--- src/rtl/prog_loader_pkg.sv ---
// rtl/prog_loader_pkg.sv - shared types and constants for the boot program loader
package prog_loader_pkg;

    typedef enum logic [2:0] {
        ST_IDLE,
        ST_LEN_LO,
        ST_LEN_HI,
        ST_DATA,
        ST_CSUM,
        ST_DONE,
        ST_ERR
    } ldr_state_t;

    localparam int BYTES_PER_WORD = 4;
    localparam int CSUM_W         = 8;
    localparam int LANE_W         = $clog2(BYTES_PER_WORD);

endpackage

--- src/rtl/word_packer.sv ---
// rtl/word_packer.sv - assembles little-endian words from bytes and keeps the running byte sum
module word_packer
    import prog_loader_pkg::*;
(
    input  logic                        clk,
    input  logic                        rst,
    input  logic                        clear,
    input  logic [7:0]                  byte_in,
    input  logic                        byte_vld,
    output logic [8*BYTES_PER_WORD-1:0] word_out,
    output logic                        word_vld,
    output logic [CSUM_W-1:0]           sum,
    output logic [LANE_W-1:0]           lane
);

    localparam int                ASM_W     = 8 * (BYTES_PER_WORD - 1);
    localparam logic [LANE_W-1:0] LAST_LANE = LANE_W'(BYTES_PER_WORD - 1);

    logic [ASM_W-1:0] asm_q;

    always_ff @(posedge clk or posedge rst) begin
        if (rst) begin
            asm_q    <= '0;
            word_out <= '0;
            word_vld <= 1'b0;
            sum      <= '0;
            lane     <= '0;
        end else begin
            word_vld <= 1'b0;
            if (clear) begin
                asm_q <= '0;
                sum   <= '0;
                lane  <= '0;
            end else if (byte_vld) begin
                sum  <= sum + byte_in;
                lane <= lane + LANE_W'(1);
                // Top lane completes the word; lower lanes are parked until then.
                if (lane == LAST_LANE) begin
                    word_out <= {byte_in, asm_q};
                    word_vld <= 1'b1;
                end else begin
                    asm_q[{lane, 3'b000} +: 8] <= byte_in;
                end
            end
        end
    end

endmodule

--- src/rtl/prog_loader.sv ---
// rtl/prog_loader.sv - framed byte-stream program loader holding the core in reset until verified
module prog_loader
    import prog_loader_pkg::*;
#(
    parameter int ADDR_W     = 10,
    parameter int MAX_WORDS  = 1024,
    parameter bit AUTO_START = 1'b1
) (
    input  logic              clk,
    input  logic              rst,
    input  logic              start,
    input  logic [7:0]        in_data,
    input  logic              in_valid,
    output logic              in_ready,
    output logic              mem_we,
    output logic [ADDR_W-1:0] mem_addr,
    output logic [31:0]       mem_wdata,
    output logic              core_rst,
    output logic              done,
    output logic              error
);

    localparam ldr_state_t  RESET_STATE = AUTO_START ? ST_LEN_LO : ST_IDLE;
    localparam logic [15:0] MAX_N       = 16'(MAX_WORDS);
    localparam logic [LANE_W-1:0] LAST_LANE = LANE_W'(BYTES_PER_WORD - 1);

    ldr_state_t        state_q, state_d;
    logic [15:0]       n_q;
    logic [15:0]       n_hdr;
    logic [ADDR_W-1:0] widx_q;
    logic              hs;
    logic              restart;
    logic              pk_clear;
    logic              last_word;
    logic              word_vld;
    logic [31:0]       word_out;
    logic [CSUM_W-1:0] sum;
    logic [LANE_W-1:0] lane;

    assign in_ready  = state_q inside {ST_LEN_LO, ST_LEN_HI, ST_DATA, ST_CSUM};
    assign hs        = in_valid & in_ready;
    assign n_hdr     = {in_data, n_q[7:0]};
    assign last_word = (32'(widx_q) + 32'd1) == 32'(n_q);

    always_comb begin
        state_d  = state_q;
        restart  = 1'b0;
        pk_clear = 1'b0;
        case (state_q)
            ST_IDLE, ST_DONE, ST_ERR: begin
                if (start) begin
                    state_d  = ST_LEN_LO;
                    restart  = 1'b1;
                    pk_clear = 1'b1;
                end
            end
            ST_LEN_LO: if (hs) state_d = ST_LEN_HI;
            ST_LEN_HI: begin
                if (hs) begin
                    pk_clear = 1'b1;
                    if (n_hdr > MAX_N)       state_d = ST_ERR;
                    else if (n_hdr == 16'd0) state_d = ST_CSUM;
                    else                     state_d = ST_DATA;
                end
            end
            ST_DATA: if (hs && lane == LAST_LANE && last_word) state_d = ST_CSUM;
            ST_CSUM: if (hs) state_d = (in_data == sum) ? ST_DONE : ST_ERR;
            default: state_d = ST_IDLE;
        endcase
    end

    always_ff @(posedge clk or posedge rst) begin
        if (rst) begin
            state_q <= RESET_STATE;
            n_q     <= '0;
            widx_q  <= '0;
        end else begin
            state_q <= state_d;
            if (restart)
                n_q <= '0;
            else if (state_q == ST_LEN_LO && hs)
                n_q[7:0] <= in_data;
            else if (state_q == ST_LEN_HI && hs)
                n_q[15:8] <= in_data;
            // Index advances after the write so mem_addr is stable during the strobe.
            if (pk_clear)
                widx_q <= '0;
            else if (word_vld)
                widx_q <= widx_q + ADDR_W'(1);
        end
    end

    word_packer u_packer (
        .clk      (clk),
        .rst      (rst),
        .clear    (pk_clear),
        .byte_in  (in_data),
        .byte_vld (hs && state_q == ST_DATA),
        .word_out (word_out),
        .word_vld (word_vld),
        .sum      (sum),
        .lane     (lane)
    );

    assign mem_we    = word_vld;
    assign mem_addr  = widx_q;
    assign mem_wdata = word_out;
    assign core_rst  = state_q != ST_DONE;
    assign done      = state_q == ST_DONE;
    assign error     = state_q == ST_ERR;

endmodule

--- config.mk ---
export PLATFORM = sky130hd
export DESIGN_NAME = prog_loader
export DESIGN_NICKNAME = d
export VERILOG_FILES = /design/src/rtl/prog_loader_pkg.sv /design/src/rtl/word_packer.sv /design/src/rtl/prog_loader.sv
export SDC_FILE = /design/constraint.sdc
export NUM_CORES = 1
export LEC_CHECK = 0
export ABC_AREA = 1
export BUFFER_PORTS_ARGS = -buffer_cell sky130_fd_sc_hd__buf_2
export CAP_MARGIN = 20
export CORE_MARGIN = 8
export CORE_UTILIZATION = 35
export CTS_BUF_LIST = sky130_fd_sc_hd__clkbuf_8
export DETAILED_ROUTE_END_ITERATION = 10
export PLACE_DENSITY = 0.61
export SLEW_MARGIN = 0
export SYNTH_ARGS = -nofsm -noshare
export SYNTH_HDL_FRONTEND = slang
export SYNTH_SLANG_ARGS = --single-unit
export TNS_END_PERCENT = 5
--- constraint.sdc ---
create_clock -name clk -period 4.6 [get_ports clk]
set_input_delay 1.38 -clock clk [delete_from_list [all_inputs] [get_ports clk]]
set_output_delay 1.38 -clock clk [all_outputs]
set_load 0.05 [all_outputs]
==> results by group, run 1 <==
Status
  – Status: completed

Floorplan
  – Initial Util: 35.7%
  – Core area: 0.0138 mm^2
  – I/O Pins: 59
  – Vertical die dimension: 134 um
  – Site Rows: 43
  – Die width: 134 um
  – Die Footprint: approximately 0.018 mm^2

Synth
  – Synthesis-stage register bit count: 96
  – Dominant synthesized flop cell: dfrtp_1
  – Count of synthesis-stage warnings from yosys: 0
  – Library cells used by synthesis: 43
  – Sequential area share after synthesis: between 40% and 50%
  – Syn nets: 625
  – Post-synth EDFFs: 0
  – Summed instance area of the synthesized netlist: 0.00491 mm^2
  – Avg Inst Size Synth: 8.20 um^2
  – Gate count after technology mapping: 599
  – Post-synthesis async set-or-reset flop share: 100%

Clock tree
  – Post-CTS Hold Buffers: 0
  – Post-cts gate resize count: 0
  – Clock buffers created by TritonCTS: 9
  – Maximum level of the CTS H-tree: 3
  – Number of buffers on the longest clock path: 2
  – Cell chosen for the clock root: clkbuf_8
  – Post-CTS setup buffers: 0
  – # clock sinks: 96
  – Clock latency reported for the late side of the worst-skew pair: 0.38 ns
  – Clock transition time at the flip-flop clock pins of the worst setup and hold paths: around 0.09 ns
  – CTS tree: built

Drt
  – Met3 wire length: between 600 and 700 um
  – Number of remaining DRC errors: 0
  – Post-DRT Antenna Nets: 0
  – Metal2 WL: 5430 um
  – Routed wirelength normalized by instance count: around 14 um
  – Number of design-rule violations left by the first detailed-router iteration: ~330
  – Via Count: 4075
  – WL met1: 5790 um
  – Pre-Repair DR Iteration Count: 5
  – Highest routing layer actually used: met4
  – Via density per instance: 4.86
  – Routed Wire Length: 12000 um

Worst hold path
  – Classification of the worst-slack hold path: register to register
  – Origin of the worst min-delay path: u_packer.word_out[13]

Power and ir drop
  – Pwr dens: 517 mW/mm^2
  – Switching power of the nets: approximately 1.2 mW
  – Maximum resistive drop on vdd: 0.184 mV
  – P_leak: 2.79 nW
  – Clk pwr share: 18.5%
  – Combinational share of power: between 40 and 50%
  – Share of total power consumed by net switching: 43.3%
  – Internal cell power: 1.62 mW
  – Flop pwr share: 40.1%

Worst setup path
  – Arr. time, crit path: 1.74 ns
  – Capturing element type of the critical path: primary output
  – Launching element of the worst setup path: state_q[0]
  – Critical path peak fanout: 9
  – Worst r2r src: mem_addr[0]
  – Category of the critical setup timing path: register to primary output
  – Data required, critical path: ~3.2 ns
  – Startpoint kind of the worst setup timing path: register

Timing
  – Number of failing hold endpoints at the final stage: 0
  – Transition time at the pin with the least slew margin: between 0.8 and 0.9 ns
  – Final-layout setup total negative slack: 0 ns
  – Count of endpoints failing setup in the final report: 0
  – Timing-limited maximum frequency: between 300 and 400 MHz
  – Slew HR: around 43%
  – Worst-case clock skew: 0.0100 ns
  – Setup repair after global routing missed its margin: false
  – Max-slew violation count: 0
  – Tightest hold margin: about 0.49 ns
  – Min Tclk post-route: 3.12 ns
  – Portion of the clock cycle consumed by the worst path in the final layout: 67.9%

Global routing
  – Antenna violations before repair: 0
  – First-pass GRT wire length: about 21000 um
  – Maximum number of pins on one net before global-route repair: 65
  – Total routing resource utilization after global routing: roughly 14%
  – Overflow after GRT: 0
  – Vias in the first global route: ~4100

Job
  – Max Cap Violations: 0

Layout
  – Final net count: 679
  – Antenna cells: 0
  – Fraction of final layout cells with drive strength greater than 1: between 10% and 20%
  – Area growth from synthesis to layout: 12.4%

Placement
  – Number of buffer cells added on primary ports: 58
  – Final HPWL from detailed placement: 9110 um
  – Final weighted congestion of routability-driven global placement: 0.871
## layout make-up
cell class	count	area, um^2
clock buffers	10	138
clock inverters	6	51.3
fillers	1428	8250
inverters	90	342
multi-input cells	397	2050
flip-flops and latches	96	2400
well taps	180	225
repair buffers	59	310
## through the flow
step	cell area (um^2)	cells	setup WS, ns	power (mW)	util, %
3_3_place_gp	5330	822	1.60	2.31	38.7
6_report	5520	838	1.48	2.85	40.1
4_1_cts	5520	838	1.44	2.88	40.1
3_5_place_dp	5330	822	1.53	2.35	38.7
2_1_floorplan	4910	599	0.716	2.12	-
5_1_grt	5520	838	1.34	3.10	40.1
## cell usage in the layout (no fill, tap or decap), types with 4 or more instances in the layout
cell type | netlist | routed
a21oi_1 | 13 | 13
a31oi_1 | 9 | 9
buf_2 | 2 | 58
clkbuf_8 | 0 | 10
dfrtp_1 | 95 | 95
ha_1 | 13 | 13
inv_1 | 84 | 83
inv_2 | 4 | 4
nand2_1 | 150 | 150
nand3_1 | 40 | 40
nand4_1 | 18 | 18
nor2_1 | 41 | 41
nor2_2 | 4 | 4
nor3_1 | 6 | 6
o21ai_0 | 57 | 57
o21ai_1 | 4 | 4
o22ai_1 | 9 | 9
## routing by layer
layer / global-route usage, % / up-vias
met2: 21.5 / 86
met1: 19.1 / 1918
met5: 0 / -
met3: 3.90 / 16
li1: - / 2055
met4: 3.93 / 0
## cell usage after synthesis, types with 2 or more instances
library cell | number | area (um^2)
a21oi_1 | 13 | 65.1
a31oi_1 | 9 | 56.3
a32o_1 | 3 | 30.0
buf_2 | 2 | 10.0
buf_6 | 5 | 56.3
clkbuf_1 | 7 | 26.3
dfrtp_1 | 95 | 2380
ha_1 | 13 | 163
inv_1 | 84 | 315
inv_2 | 4 | 15.0
nand2_1 | 150 | 563
nand2_2 | 2 | 12.5
nand3_1 | 40 | 200
nand3b_1 | 2 | 15.0
nand4_1 | 18 | 113
nor2_1 | 41 | 154
nor2_2 | 4 | 25.0
nor2_4 | 3 | 33.8
nor3_1 | 6 | 30.0
o21ai_0 | 57 | 285
o21ai_1 | 4 | 20.0
o21ai_2 | 2 | 17.5
o22ai_1 | 9 | 56.3
o311ai_0 | 2 | 17.5
o32ai_1 | 2 | 17.5
or2_2 | 2 | 12.5
xnor2_1 | 3 | 26.3
xor2_1 | 2 | 17.5
## power by group through the flow
stage                     registers (mW)  clock network [mW]  logic [mW]
after global placement              1.15                   0        1.16
after detailed placement            1.16                   0        1.19
final                               1.15               0.526        1.18
after global routing                1.17               0.579        1.35
after CTS                           1.15               0.547        1.19
after floorplan                     1.14                   0       0.979
## state kept, by name (all words and copies together) (netlist names)
signal	count
u_packer.word_out	32
u_packer.lane	2
u_packer.word_vld	1
n_q	16
u_packer.sum	8
mem_addr	10
u_packer.asm_q	24
state_q	3
## cells by family after synthesis
family	after synthesis	synth area share, %
compound gates	105	12.5
xor+xnor	5	0.892
simple gates	273	24.7
fa+ha+maj	14	3.72
flops	96	48.9
buf+inv	106	9.27
## critical path: stages (launching register included)
cell and delay, ns:
dfstp_2 0.63, nand2_2 0.09, nor2_4 0.16, nor2_1 0.09
nand2_1 0.13, buf_2 0.28
## path summary, 6_finish.rpt
check / end / cells past startpoint / slack, ns
worst max-delay path: in_ready / 5 / 1.48
worst min-delay path: u_packer.word_out[13] / 2 / 0.49
worst max register to register: state_q[2] / 14 / 2.27
worst min register to register: u_packer.word_out[13] / 2 / 0.49
max in group asynchronous: state_q[0] / 3 / 2.72
min in group asynchronous: u_packer.word_out[28] / 2 / 1.10
Power figures use the tool's default switching activity.
==> run 2: changes to the inputs <==
--- a/config.mk
+++ b/config.mk
@@ -5,14 +5,14 @@
 export SDC_FILE = /design/constraint.sdc
 export NUM_CORES = 1
 export LEC_CHECK = 0
-export ABC_AREA = 1
+export ABC_AREA = 0
 export BUFFER_PORTS_ARGS = -buffer_cell sky130_fd_sc_hd__buf_2
 export CAP_MARGIN = 20
 export CORE_MARGIN = 8
 export CORE_UTILIZATION = 35
 export CTS_BUF_LIST = sky130_fd_sc_hd__clkbuf_8
 export DETAILED_ROUTE_END_ITERATION = 10
-export PLACE_DENSITY = 0.61
+export PLACE_DENSITY = 0.62
 export SLEW_MARGIN = 0
 export SYNTH_ARGS = -nofsm -noshare
 export SYNTH_HDL_FRONTEND = slang
==> constraint.sdc (replaced) <==
create_clock -name clk -period 2.71 [get_ports clk]
set_input_delay 0.813 -clock clk [delete_from_list [all_inputs] [get_ports clk]]
set_output_delay 0.813 -clock clk [all_outputs]
set_load 0.05 [all_outputs]
==> run 2 against run 1 <==
Compared with the run above: register-to-register slack worse by 1.8 ns; synthesized area is 0.46% higher; utilization is 0.17 points higher; cell count is 15% lower; global-route usage is 1.0 points lower; clock power is 90% higher.
==> results by group, run 2 <==
Status
  – Status: completed

Layout
  – Antenna cells: 0
  – Combined flip-flop and latch cell area: 0.00240 mm^2
  – Area growth from synthesis to layout: 12.8%
  – Number of flip-flops under the largest register name: 32
  – Fraction of final layout cells with drive strength greater than 1: 19.5%
  – Most common library cell in the layout ignoring fill and taps: dfrtp_1
  – Multi-input logic area: ~0.0023 mm^2
  – Number of inserted filler cells in the final layout: 1368
  – Commonest non-fill, non-tap cells in the layout: dfrtp_1 (94), nand2_1 (76), buf_2 (58), a21oi_1 (39), mux2_1 (32)
  – Final net count: roughly 560
  – Largest regs: u_packer.word_out: 32 flops, u_packer.asm_q: 24 flops, n_q: 16 flops
  – Register ranked first by flip-flop count: u_packer.word_out

Floorplan
  – Vertical die dimension: 135 um
  – Core area: 0.0138 mm^2
  – I/O Pins: 59
  – Initial Util: between 30 and 40%
  – Die width: between 100 and 150 um
  – Site Rows: 43
  – Die Footprint: 0.0182 mm^2

Synth
  – Gate count after technology mapping: 477
  – Count of synthesis-stage warnings from yosys: 0
  – Library cells used by synthesis: 65
  – Synthesis-stage register bit count: between 90 and 100
  – Dominant synthesized flop cell: dfrtp_1
  – Summed instance area of the synthesized netlist: 0.00493 mm^2
  – Top cell type's share of synthesized area: between 40% and 50%
  – Post-synthesis async set-or-reset flop share: 100%
  – Sequential area share after synthesis: 48.7%
  – Synth top area cells: dfrtp_1 (48%), mux2_1 (7.3%), nand2_1 (5.8%), a21oi_1 (4.0%), ha_1 (3.3%)
  – Cell with the most instances after synthesis: dfrtp_1
  – Post-synth EDFFs: 0
  – Top cells by instance count after synthesis: dfrtp_1 (95), nand2_1 (76), a21oi_1 (39)
  – Cell type contributing the most total cell area after synthesis: dfrtp_1
  – Syn nets: a little over 500
  – Avg Inst Size Synth: 10.3 um^2

Timing
  – Count of endpoints failing setup in the final report: 0
  – Setup repair after global routing missed its margin: false
  – Slew HR: between 60% and 70%
  – Timing-limited maximum frequency: 396 MHz
  – Number of failing hold endpoints at the final stage: 0
  – Final-layout setup total negative slack: 0 ns
  – Min Tclk post-route: 2.53 ns
  – Setup slack of the critical path after layout: 0.183 ns
  – Transition time at the pin with the least slew margin: roughly 0.52 ns
  – Worst-case clock skew: between 0.02 and 0.025 ns
  – Portion of the clock cycle consumed by the worst path in the final layout: 93.3%
  – Max-slew violation count: 0

Job
  – Max Cap Violations: 0

Global routing
  – Total routing resource utilization after global routing: 13.0%
  – Vias in the first global route: 3724
  – Antenna violations before repair: 0
  – Overflow after GRT: 0
  – Maximum number of pins on one net before global-route repair: 97
  – First-pass GRT wire length: 18800 um

Worst setup path
  – Category of the critical setup timing path: register to primary output
  – Arr. time, crit path: ~1.7 ns
  – Setup slack, reg-to-reg: 0.46 ns
  – Data required, critical path: 1.90 ns
  – Startpoint kind of the worst setup timing path: register
  – Capturing element type of the critical path: primary output
  – Critical path peak fanout: 8

Clock tree
  – Post-cts gate resize count: 0
  – # clock sinks: 96
  – Post-CTS Hold Buffers: 0
  – Number of buffers on the longest clock path: 2
  – Cell chosen for the clock root: clkbuf_8
  – Clock latency reported for the late side of the worst-skew pair: 0.40 ns
  – Post-CTS setup buffers: 0
  – Clock buffers created by TritonCTS: 9
  – CTS tree: built
  – Clock transition time at the flip-flop clock pins of the worst setup and hold paths: ~0.10 ns
  – Maximum level of the CTS H-tree: 3

Drt
  – Pre-Repair DR Iteration Count: 4
  – Number of remaining DRC errors: 0
  – Number of design-rule violations left by the first detailed-router iteration: approximately 260
  – Post-DRT Antenna Nets: 0
  – Routed Wire Length: 11500 um
  – Routed wirelength normalized by instance count: 16.1 um
  – Via density per instance: around 5.1
  – Via Count: between 3000 and 4000

Worst hold path
  – Classification of the worst-slack hold path: register to register

Placement
  – Number of buffer cells added on primary ports: 58
  – Final weighted congestion of routability-driven global placement: 0.846
  – Setup Slack @ Placement: approximately 0.12 ns
  – Final HPWL from detailed placement: 8130 um

Power and ir drop
  – P_leak: 2.74 nW
  – Pwr dens: roughly 900 mW/mm^2
  – Maximum resistive drop on vdd: 0.509 mV
-- run 2: cell count changes after synthesis, moves of 16 or more --
cell	before	now
nor2_1	41	25
a21oi_1	13	39
nand3_1	40	20
mux2_1	0	32
inv_1	84	12
o21ai_0	57	9
nand2_1	150	76
-- run 2: report_power, final --
part           internal [mW]  switching, mW  total, mW
logic                  0.707           1.27       1.98
clock network          0.446          0.558       1.00
registers               1.72          0.284       2.00
total                   2.87           2.11       4.98
-- run 2: cell families after synthesis --
| logic type | share of synthesized area (%) |
|---|---|
| adder cells (fa/ha/maj) | 3.70 |
| XOR/XNOR | 4.97 |
| AND/OR/NAND/NOR | 17.7 |
| AO/OA/AOI/OAI | 11.9 |
| multiplexers | 8.34 |
| flip-flops | 48.7 |
| buffers and inverters | 4.64 |
-- run 2: cell type report --
cell class	instances	area share [%]
multi-input combinational	341	41.3
inverter	14	1.01
clock buffer	9	2.23
timing repair buffer	67	6.65
tap	180	4.05
sequential	96	43.2
clock inverter	7	1.53
-- run 2: per-layer routing --
layer / global-route usage, % / vias up / wire [um]
met2: 21.3 / 76 / 5590
li1: - / 1773 / -
met3: 3.90 / 11 / 636
met4: 4.05 / 0 / 129
met1: 16.1 / 1811 / 5110
met5: 0 / - / 0
-- run 2: through the flow --
stage / instances / total power [mW] / area (um^2) / util [%] / hold WS, ns
floorplan: 477 / 3.53 / 4940 / - / 0.458
global placement: 698 / 3.94 / 5360 / 38.7 / 0.472
global route: 714 / 5.32 / 5570 / 40.3 / 0.511
finish: 714 / 4.98 / 5570 / 40.3 / 0.490
detailed placement: 698 / 4.02 / 5360 / 38.7 / 0.474
CTS: 714 / 5.03 / 5570 / 40.2 / 0.499
-- run 2: critical path: stages, from the launching register on --
cell     delay [ns]
dfstp_2        0.62
inv_1          0.08
nor2_1         0.21
nand2_1        0.11
inv_1          0.06
buf_2          0.25
-- run 2: worst paths after layout --
kind,start,to,cells past startpoint
min in group asynchronous,rst,mem_addr[1],3
max reg2reg,mem_addr[0],state_q[1],7
max,state_q[0],done,5
min reg2reg,u_packer.word_out[18],u_packer.word_out[18],1
max in group asynchronous,rst,u_packer.asm_q[17],3
min,u_packer.word_out[18],u_packer.word_out[18],1
